--- config.mk ---
export PLATFORM = sky130hd
export DESIGN_NAME = gauss_cascade_stream
export DESIGN_NICKNAME = d
export VERILOG_FILES = /design/src/rtl/gauss_cascade_stream.sv
export SDC_FILE = /design/constraint.sdc
export NUM_CORES = 1
export LEC_CHECK = 0
export CAP_MARGIN = 20
export CORE_ASPECT_RATIO = 1.75
export CORE_UTILIZATION = 50
export CTS_BUF_LIST = sky130_fd_sc_hd__clkbuf_4 sky130_fd_sc_hd__clkbuf_8
export CTS_CLUSTER_DIAMETER = 150
export DETAILED_ROUTE_END_ITERATION = 6
export PLACE_DENSITY = 0.78
export SYNTH_ARGS = -nofsm -noshare
export SYNTH_HDL_FRONTEND = slang
export SYNTH_SLANG_ARGS = --single-unit
--- constraint.sdc ---
create_clock -name clk -period 3.9 [get_ports clk]
set_clock_uncertainty 0.2 [all_clocks]
set_input_delay 0.39 -clock clk [delete_from_list [all_inputs] [get_ports clk]]
set_output_delay 0.39 -clock clk [all_outputs]
set_load 0.05 [all_outputs]
--- src/rtl/gauss_cascade_stream.sv ---
// gauss_cascade_stream: NUM_STAGES cascaded 3-tap binomial (GAUSSIAN) stages clocked by accepted
// pixels, warm-up suppression with sof re-priming, and a backpressured output FIFO.
// Optional feature macro: GAUSS_CASCADE_BYPASS_EN (adds a bypass input that routes din straight to the FIFO).

module GAUSSIAN #(
  parameter int PIX_W = 8
) (
  input  logic             clk,
  input  logic             rst,
  input  logic             clk_en,
  input  logic [PIX_W-1:0] din,
  output logic [PIX_W-1:0] dout
);

  logic [PIX_W-1:0] tap1_q, tap2_q, dout_q;
  logic [PIX_W+1:0] sum;
  logic [PIX_W-1:0] dout_d;

  // [1 2 1]/4 kernel with round-half-up; the sum cannot exceed 4*max+2, so PIX_W+2 bits suffice.
  assign sum    = {2'b00, din} + {1'b0, tap1_q, 1'b0} + {2'b00, tap2_q} + (PIX_W+2)'(2);
  assign dout_d = PIX_W'(sum >> 2);

  always_ff @(posedge clk or posedge rst) begin
    if (rst) begin
      tap1_q <= '0;
      tap2_q <= '0;
      dout_q <= '0;
    end else if (clk_en) begin
      tap1_q <= din;
      tap2_q <= tap1_q;
      dout_q <= dout_d;
    end
  end

  assign dout = dout_q;

endmodule

module gauss_cascade_stream #(
  parameter int PIX_W      = 8,
  parameter int NUM_STAGES = 2,
  parameter int WARMUP     = 1612,
  parameter int CNT_W      = 11,
  parameter int FIFO_DEPTH = 16,
  parameter int AW         = 4
) (
  input  logic             clk,
  input  logic             rst_n,
  input  logic             sof,
  input  logic             valid,
  input  logic [PIX_W-1:0] din,
`ifdef GAUSS_CASCADE_BYPASS_EN
  input  logic             bypass,
`endif
  output logic             ready_down,
  output logic             rd_en_down,
  input  logic             rd_en_up,
  output logic             valid_out,
  output logic [PIX_W-1:0] dout,
  output logic             empty,
  output logic             full,
  output logic [AW:0]      fifo_count,
  output logic             primed
);

  typedef enum logic {
    S_WARMUP = 1'b0,
    S_STREAM = 1'b1
  } state_e;

  state_e           state_q, state_d;
  logic [CNT_W-1:0] cnt_q, cnt_d;
  logic [AW-1:0]    wrPtr_q, rdPtr_q;
  logic [AW:0]      count_q, count_d;
  logic             full_q, empty_q;
  logic             validOut_q;
  logic [PIX_W-1:0] dout_q;
  logic [PIX_W-1:0] mem [FIFO_DEPTH];

  logic             accept;
  logic             fifoWr, fifoRd;
  logic             bypassOn;
  logic [PIX_W-1:0] wrData;
  logic [PIX_W-1:0] stageBus [NUM_STAGES+1];

`ifdef GAUSS_CASCADE_BYPASS_EN
  assign bypassOn = bypass;
`else
  assign bypassOn = 1'b0;
`endif

  // Backpressure depends only on registered FIFO state, never on rd_en_up.
  assign ready_down = ~full_q;
  assign accept     = valid & ~full_q;
  assign rd_en_down = accept;

  assign stageBus[0] = din;

  for (genvar k = 0; k < NUM_STAGES; k++) begin : gStage
    GAUSSIAN #(.PIX_W(PIX_W)) uStage (
      .clk    (clk),
      .rst    (~rst_n),
      .clk_en (accept),
      .din    (stageBus[k]),
      .dout   (stageBus[k+1])
    );
  end

  // sof restarts the frame first, so a coincident accept becomes pixel 1 of the new frame.
  always_comb begin
    state_d = state_q;
    cnt_d   = cnt_q;
    if (sof) begin
      state_d = S_WARMUP;
      cnt_d   = '0;
    end
    if (accept && (state_d == S_WARMUP)) begin
      if (cnt_d == CNT_W'(WARMUP - 1)) begin
        cnt_d   = CNT_W'(WARMUP);
        state_d = S_STREAM;
      end else begin
        cnt_d = cnt_d + CNT_W'(1);
      end
    end
  end

  always_ff @(posedge clk or negedge rst_n) begin
    if (!rst_n) begin
      state_q <= S_WARMUP;
      cnt_q   <= '0;
    end else begin
      state_q <= state_d;
      cnt_q   <= cnt_d;
    end
  end

  assign primed = (state_q == S_STREAM);

  assign fifoWr = accept & (bypassOn | ((state_q == S_STREAM) & ~sof));
  assign fifoRd = rd_en_up & ~empty_q;
  assign wrData = bypassOn ? din : stageBus[NUM_STAGES];

  always_comb begin
    count_d = count_q;
    case ({fifoWr, fifoRd})
      2'b10:   count_d = count_q + (AW+1)'(1);
      2'b01:   count_d = count_q - (AW+1)'(1);
      default: count_d = count_q;
    endcase
  end

  always_ff @(posedge clk) begin
    if (fifoWr) begin
      mem[wrPtr_q] <= wrData;
    end
  end

  // Flags are re-registered from the next count so they always agree with fifo_count.
  always_ff @(posedge clk or negedge rst_n) begin
    if (!rst_n) begin
      wrPtr_q    <= '0;
      rdPtr_q    <= '0;
      count_q    <= '0;
      full_q     <= 1'b0;
      empty_q    <= 1'b1;
      validOut_q <= 1'b0;
      dout_q     <= '0;
    end else begin
      if (fifoWr) begin
        wrPtr_q <= wrPtr_q + AW'(1);
      end
      if (fifoRd) begin
        rdPtr_q <= rdPtr_q + AW'(1);
        dout_q  <= mem[rdPtr_q];
      end
      count_q    <= count_d;
      full_q     <= (count_d == (AW+1)'(FIFO_DEPTH));
      empty_q    <= (count_d == '0);
      validOut_q <= fifoRd;
    end
  end

  assign valid_out  = validOut_q;
  assign dout       = dout_q;
  assign empty      = empty_q;
  assign full       = full_q;
  assign fifo_count = count_q;

endmodule
== Word level (Yosys, flattened, before mapping) ==
Memories as Yosys holds them, arrays and structs flattened. A register that Yosys moved wholly into a read port is not among the register bits.
Cells that the tools add are included.

* Bits in registers: 76
* RAM bits: 128
* Input bits: 13
* Logic and storage cells: 50
* Memories kept: 1

{| class="wikitable"
|+ Memory list
! memory !! words !! bits a word !! read ports !! clocked after Yosys merged registers in !! wr ports !! RTL line !! RTL
|-
| mem || 16 || 8 || 1 || 1 || 1 || 78 || <nowiki>logic [PIX_W-1:0] mem [FIFO_DEPTH];</nowiki>
|}

* $add $sub $neg: 11
* Eq/ne operators: 4
* Multiplexer cells: 9
* Bitwise logic cells: 8
* Reductions and logical operators: 3

{| class="wikitable"
|+ Operators with widths
! cell !! count
|-
| two-way mux 11 bit || 3
|-
| adder 10 x 2 -> 10 bit (second input constant) || 2
|-
| adder 10 x 8 -> 10 bit || 2
|-
| adder 8 x 9 -> 10 bit || 2
|-
| adder 11 x 1 -> 11 bit (second input constant) || 1
|-
| equality test 11 bit (second input constant) || 1
|-
| one-hot mux 5 bit (2 select lines) || 1
|-
| adder 4 x 1 -> 4 bit (second input constant) || 2
|-
| adder 5 x 1 -> 5 bit (second input constant) || 1
|-
| equality test 5 bit (second input constant) || 1
|-
| zero test 5 bit || 1
|-
| two-way mux 1 bit || 5
|-
| subtractor 5 x 1 -> 5 bit (second input constant) || 1
|-
| bitwise AND 1 bit || 4
|-
| inverter 1 bit || 4
|-
| equality test 2 x 1 -> 1 bit (second input constant) || 1
|-
| equality test 2 bit (second input constant) || 1
|-
| logical AND 1 bit || 1
|-
| zero test 1 bit || 1
|}

== Longest topological paths before layout ==
* Depth in word-level cells: 6
* Depth in mapped cells: 10
* Mapped depth without buffers: 9

== Cells and area by module ==
From an unflattened synthesis, not the netlist that was laid out.

* Cells, all modules: 621
* Area, all modules: 9575.4 µm²

{| class="wikitable"
|+ Modules (own cells, without submodules)
! module !! times used !! cells each !! area an instance (µm²)
|-
| gauss_cascade_stream || 1 || 387 || 6784.0
|-
| GAUSSIAN at gStage[0].uStage || 1 || 117 || 1396.3
|-
| GAUSSIAN at gStage[1].uStage || 1 || 117 || 1395.1
|}

== Worst setup path after synthesis ==
Ideal clock, no wire load.

* Path kind: register to register
* From: register empty_q (netlist: empty)
* To: register full_q (netlist: full)
* Library setup time: 95 ps
* Arrival: 2700 ps
* Path slack: 905 ps
* Cell stages (with the launch flop): 11
* Cell sequence: dfstp_2 > nand2b_1 > clkbuf_1 > inv_1 > ha_1 > clkbuf_1 > nor3b_1 > or4b_1 > o311a_1 > o21a_1 > nor4b_2

* Word-level cells in the longest chain between the ends: 5

{| class="wikitable"
|+ Ends and longest elaborated chain
! what !! RTL line !! RTL
|-
| start: declaration || 75 || <nowiki>logic full_q, empty_q;</nowiki>
|-
| start signal: assignment || 178 || <nowiki>empty_q <= (count_d == '0);</nowiki>
|-
| inverter 1 bit * || 140 || <nowiki>assign fifoRd = rd_en_up & ~empty_q;</nowiki>
|-
| bitwise AND 1 bit * || 140 ||
|-
| equality test 2 x 1 -> 1 bit or equality test 2 bit (tied branches) || 145 || <nowiki>case ({fifoWr, fifoRd})</nowiki>
|-
| one-hot mux 5 bit (2 select lines) * || 145 ||
|-
| equality test 5 bit * || 177 || <nowiki>full_q <= (count_d == (AW+1)'(FIFO_DEPTH));</nowiki>
|-
| end signal: assignment || 177 ||
|-
| end: declaration || 75 ||
|}

Mark *: on every way between the ends. The rest lies on a longest branch, timed or not.
A chain may end at the register's enable or synchronous reset.

== Worst setup path in the final report ==
* From: register full_q (netlist: full)
* To: register full_q (netlist: full)

* Word-level cells in the longest chain between the ends: 6

{| class="wikitable"
|+ Ends and longest elaborated chain
! what !! RTL line !! RTL
|-
| inverter 1 bit * || 94 || <nowiki>assign accept = valid & ~full_q;</nowiki>
|-
| bitwise AND 1 bit * || 94 ||
|-
| bitwise AND 1 bit * || 139 || <nowiki>assign fifoWr = accept & (bypassOn | ((state_q == S_STREAM) & ~sof));</nowiki>
|-
| equality test 2 x 1 -> 1 bit or equality test 2 bit (tied branches) || 145 ||
|-
| one-hot mux 5 bit (2 select lines) * || 145 ||
|-
| equality test 5 bit * || 177 ||
|}

Marked as above.

==> impl_metrics.json <==
{
  "fin_crit_sh_pct": 81.4,
  "fp.dieArea_mm2": 0.0196,
  "postSynthAreaPerCell_um2": 14.2,
  "powerDensity_mw_per_mm2": 772,
  "slew_viol_final": 0,
  "cts_sinks": 212,
  "multi_input_area_mm2": 0.00331,
  "gp_congestion": 0.868,
  "synthArstFlopShare_pct": 39.6,
  "drtIter0Drc": 281,
  "start_util_pct": 51.1,
  "dpl.cell_count": 923,
  "drc": 0,
  "clock_tree.buffer_depth": 3,
  "grt_usage_pct": 19.1,
  "grt_antenna_before_repair": 0,
  "fp.coreArea_mm2": 0.0186,
  "finish.net_count": 771,
  "hold_violations": 0,
  "ys_warn_count": 0,
  "synth.distinct_cells": 62,
  "crit_required_ps": 4150,
  "port_buffers": 31,
  "timing.hold.ws_ps": 37.1,
  "setup_tns_ps": 0,
  "syn2layout_area_growth_pct": 13.4,
  "antenna_left": 0,
  "die_h_um": 184,
  "num_vias": 5430,
  "clock-root-buffer": "clkbuf_8",
  "p_sw_share_pct": 35.3,
  "grt_pass1_wl_mm": 28.9,
  "worst_pin_slew_ps": 1020,
  "cts_htree_levels": 1,
  "diodes": 0,
  "synthCells": 670,
  "drt_pre_antenna_iters": 4,
  "drt-total-wl_mm": 17.7,
  "dp_hpwl_mm": 12.5,
  "hp-class": "in -> async",
  "overflow": 0,
  "drive_gt1_share_pct": 15.5,
  "ios": 32,
  "syn_area_mm2": 0.00949,
  "clk_latency_ps": 540,
  "synth_seq_area_share_pct": 62.7,
  "power.leakage_nw": 4.22,
  "cts_repair_resize_count": 0,
  "ys.flop_type": "edfxtp_1",
  "grt_pass1_vias": 5809,
  "start_kind": "flip-flop",
  "cp.arrival_ps": 3420,
  "rows": 66,
  "die_x_um": 106,
  "power.clock.fraction_pct": 22.0,
  "p_switching_w": 0.00293,
  "vdd_drop_max_v": 0.000615,
  "synth_top_area_share_pct": 40.5,
  "n_fill_cell": 1406,
  "clk_pin_slew_ps": 70,
  "cts_tree": "yes",
  "finalSetupViolCount": 0,
  "numCtsBuffers": 29,
  "post_drt_wl_per_cell_um": 18.1,
  "rsz0062_at_grt": "false",
  "p_seq_share_pct": 41.9,
  "comb_power_share_pct": 36.1,
  "syn_nets": 723,
  "internal_power_w": 0.00537,
  "fmax_ghz": 0.315,
  "yosys-top-cells-area": "edfxtp_1 41%, dfrtp_1 22%, mux4_2 5.7%, nand2_1 4.7%, ha_1 3.7%",
  "max_slew_margin_pct": 32.0,
  "fin_crit_ps": 3170,
  "avgViaCountPerCell": 5.55,
  "end_kind": "flip-flop",
  "synth_largest_area_cell": "edfxtp_1",
  "outcome": "finished clean",
  "stdcell_count": 979,
  "register_area_mm2": 0.00595,
  "cp_max_fo": 13,
  "grt_max_degree": 85,
  "max-cap-violations": 0,
  "synth_edf_count": 128,
  "crit_type": "reg -> reg",
  "synth_seq_cells": 212
}
## power by group through the flow
stage          clock network [W]  registers [W]  logic, W
2_1_floorplan                  0        0.00349   0.00226
3_3_place_gp                   0        0.00349   0.00289
3_5_place_dp                   0        0.00354   0.00301
4_1_cts                  0.00188        0.00349   0.00301
5_1_grt                  0.00197        0.00356   0.00332
6_report                 0.00183        0.00348   0.00299
## final cells by class
cell class	count	area share (%)
inverters	21	0.733
multi-input cells	404	30.7
clock buffers	40	4.65
well taps	238	2.77
flip-flops and latches	212	55.3
clock inverters	14	1.43
repair buffers	50	4.40
## critical path: stages (launching register included)
cell,delay [ps]
dfrtp_1,480
and4bb_4,500
inv_2,120
ha_1,430
nor3b_1,340
or4b_1,490
o311a_1,150
o21a_1,120
nor4b_2,240
## per-stage QoR
stage               total power [W]  utilization [%]  setup WS, ps  cell area (um2)
global placement            0.00638             54.2           596            10100
detailed placement          0.00655             54.2           426            10100
CTS                         0.00838             57.8           739            10700
floorplan                   0.00576                -           905             9490
global route                0.00885             57.9           626            10800
finish                      0.00830             57.9           726            10800
## cells in the final DEF (no fill, tap or decap), drive strengths merged, types with 18 or more instances in the layout
master	synthesis	layout
edfxtp	128	128
buf	7	19
xnor2	18	18
nor3	19	19
o21ai	22	22
inv	20	20
ha	28	28
mux4	32	32
nand2	119	119
clkbuf	26	40
dfrtp	83	83
clkdlybuf4s50	0	30
## metal layers
metal / share of wire, % / up-vias / global-route usage [%]
met1: 33 / 2700 / 18.3
li1: - / 2568 / -
met4: 3.5 / 0 / 9.78
met5: 0 / - / 0
met2: 60 / 123 / 38.1
met3: 3.7 / 39 / 3.04
## path summary, 6_finish.rpt
path                                            startpoint                          to  slack, ps  cells after the start
worst max register to register                        full                        full        730                      8
worst min register to register  gStage[0].uStage.tap2_q[0]  gStage[0].uStage.tap2_q[0]        290                      2
max in group asynchronous                            rst_n                       empty       2840                      3
min in group clk                                    din[0]  gStage[0].uStage.tap1_q[0]        220                      3
worst max-delay path                                  full                        full        730                      8
worst min-delay path                                 rst_n                     dout[0]         40                      2
## sequential cells by signal, summed over array words and instances (netlist names), 4 cells and up
register and count:
cnt_q 11, dout 8, fifo_count 5, gStage.uStage.dout 16, gStage.uStage.tap1_q 16, gStage.uStage.tap2_q 16
mem 128, rdPtr_q 4, wrPtr_q 4
## synthesized netlist by cell type (6+ instances only)
master / n
nand3b_1: 7
nor2_1: 16
nor4_1: 6
mux2_2: 9
a21o_1: 9
mux2i_1: 8
xor2_1: 11
xnor2_1: 18
dfrtp_1: 83
mux4_2: 24
nor3_1: 19
mux4_1: 8
clkbuf_1: 26
ha_1: 28
o21ai_0: 22
a21oi_1: 11
edfxtp_1: 128
inv_1: 19
a221o_1: 8
nand2_1: 119
fa_1: 12
## logic make-up after synthesis
family          Yosys count  share of synthesized area [%]
simple gates            214                           10.9
flops                   212                           62.7
compound gates           72                           5.18
buf+inv                  54                           2.52
mux                      49                           9.82
fa+ha+maj                40                           6.22
xor+xnor                 29                           2.68
## what timing repair did
item / 4_1_cts / 5_1_grt
buffers inserted: 0 / 0
hold buffers: 1 / 0
setup endpoints to repair: 0 / 0
hold endpoints to repair: 83 / 0
Note: power is estimated with default switching activity, not from simulation.
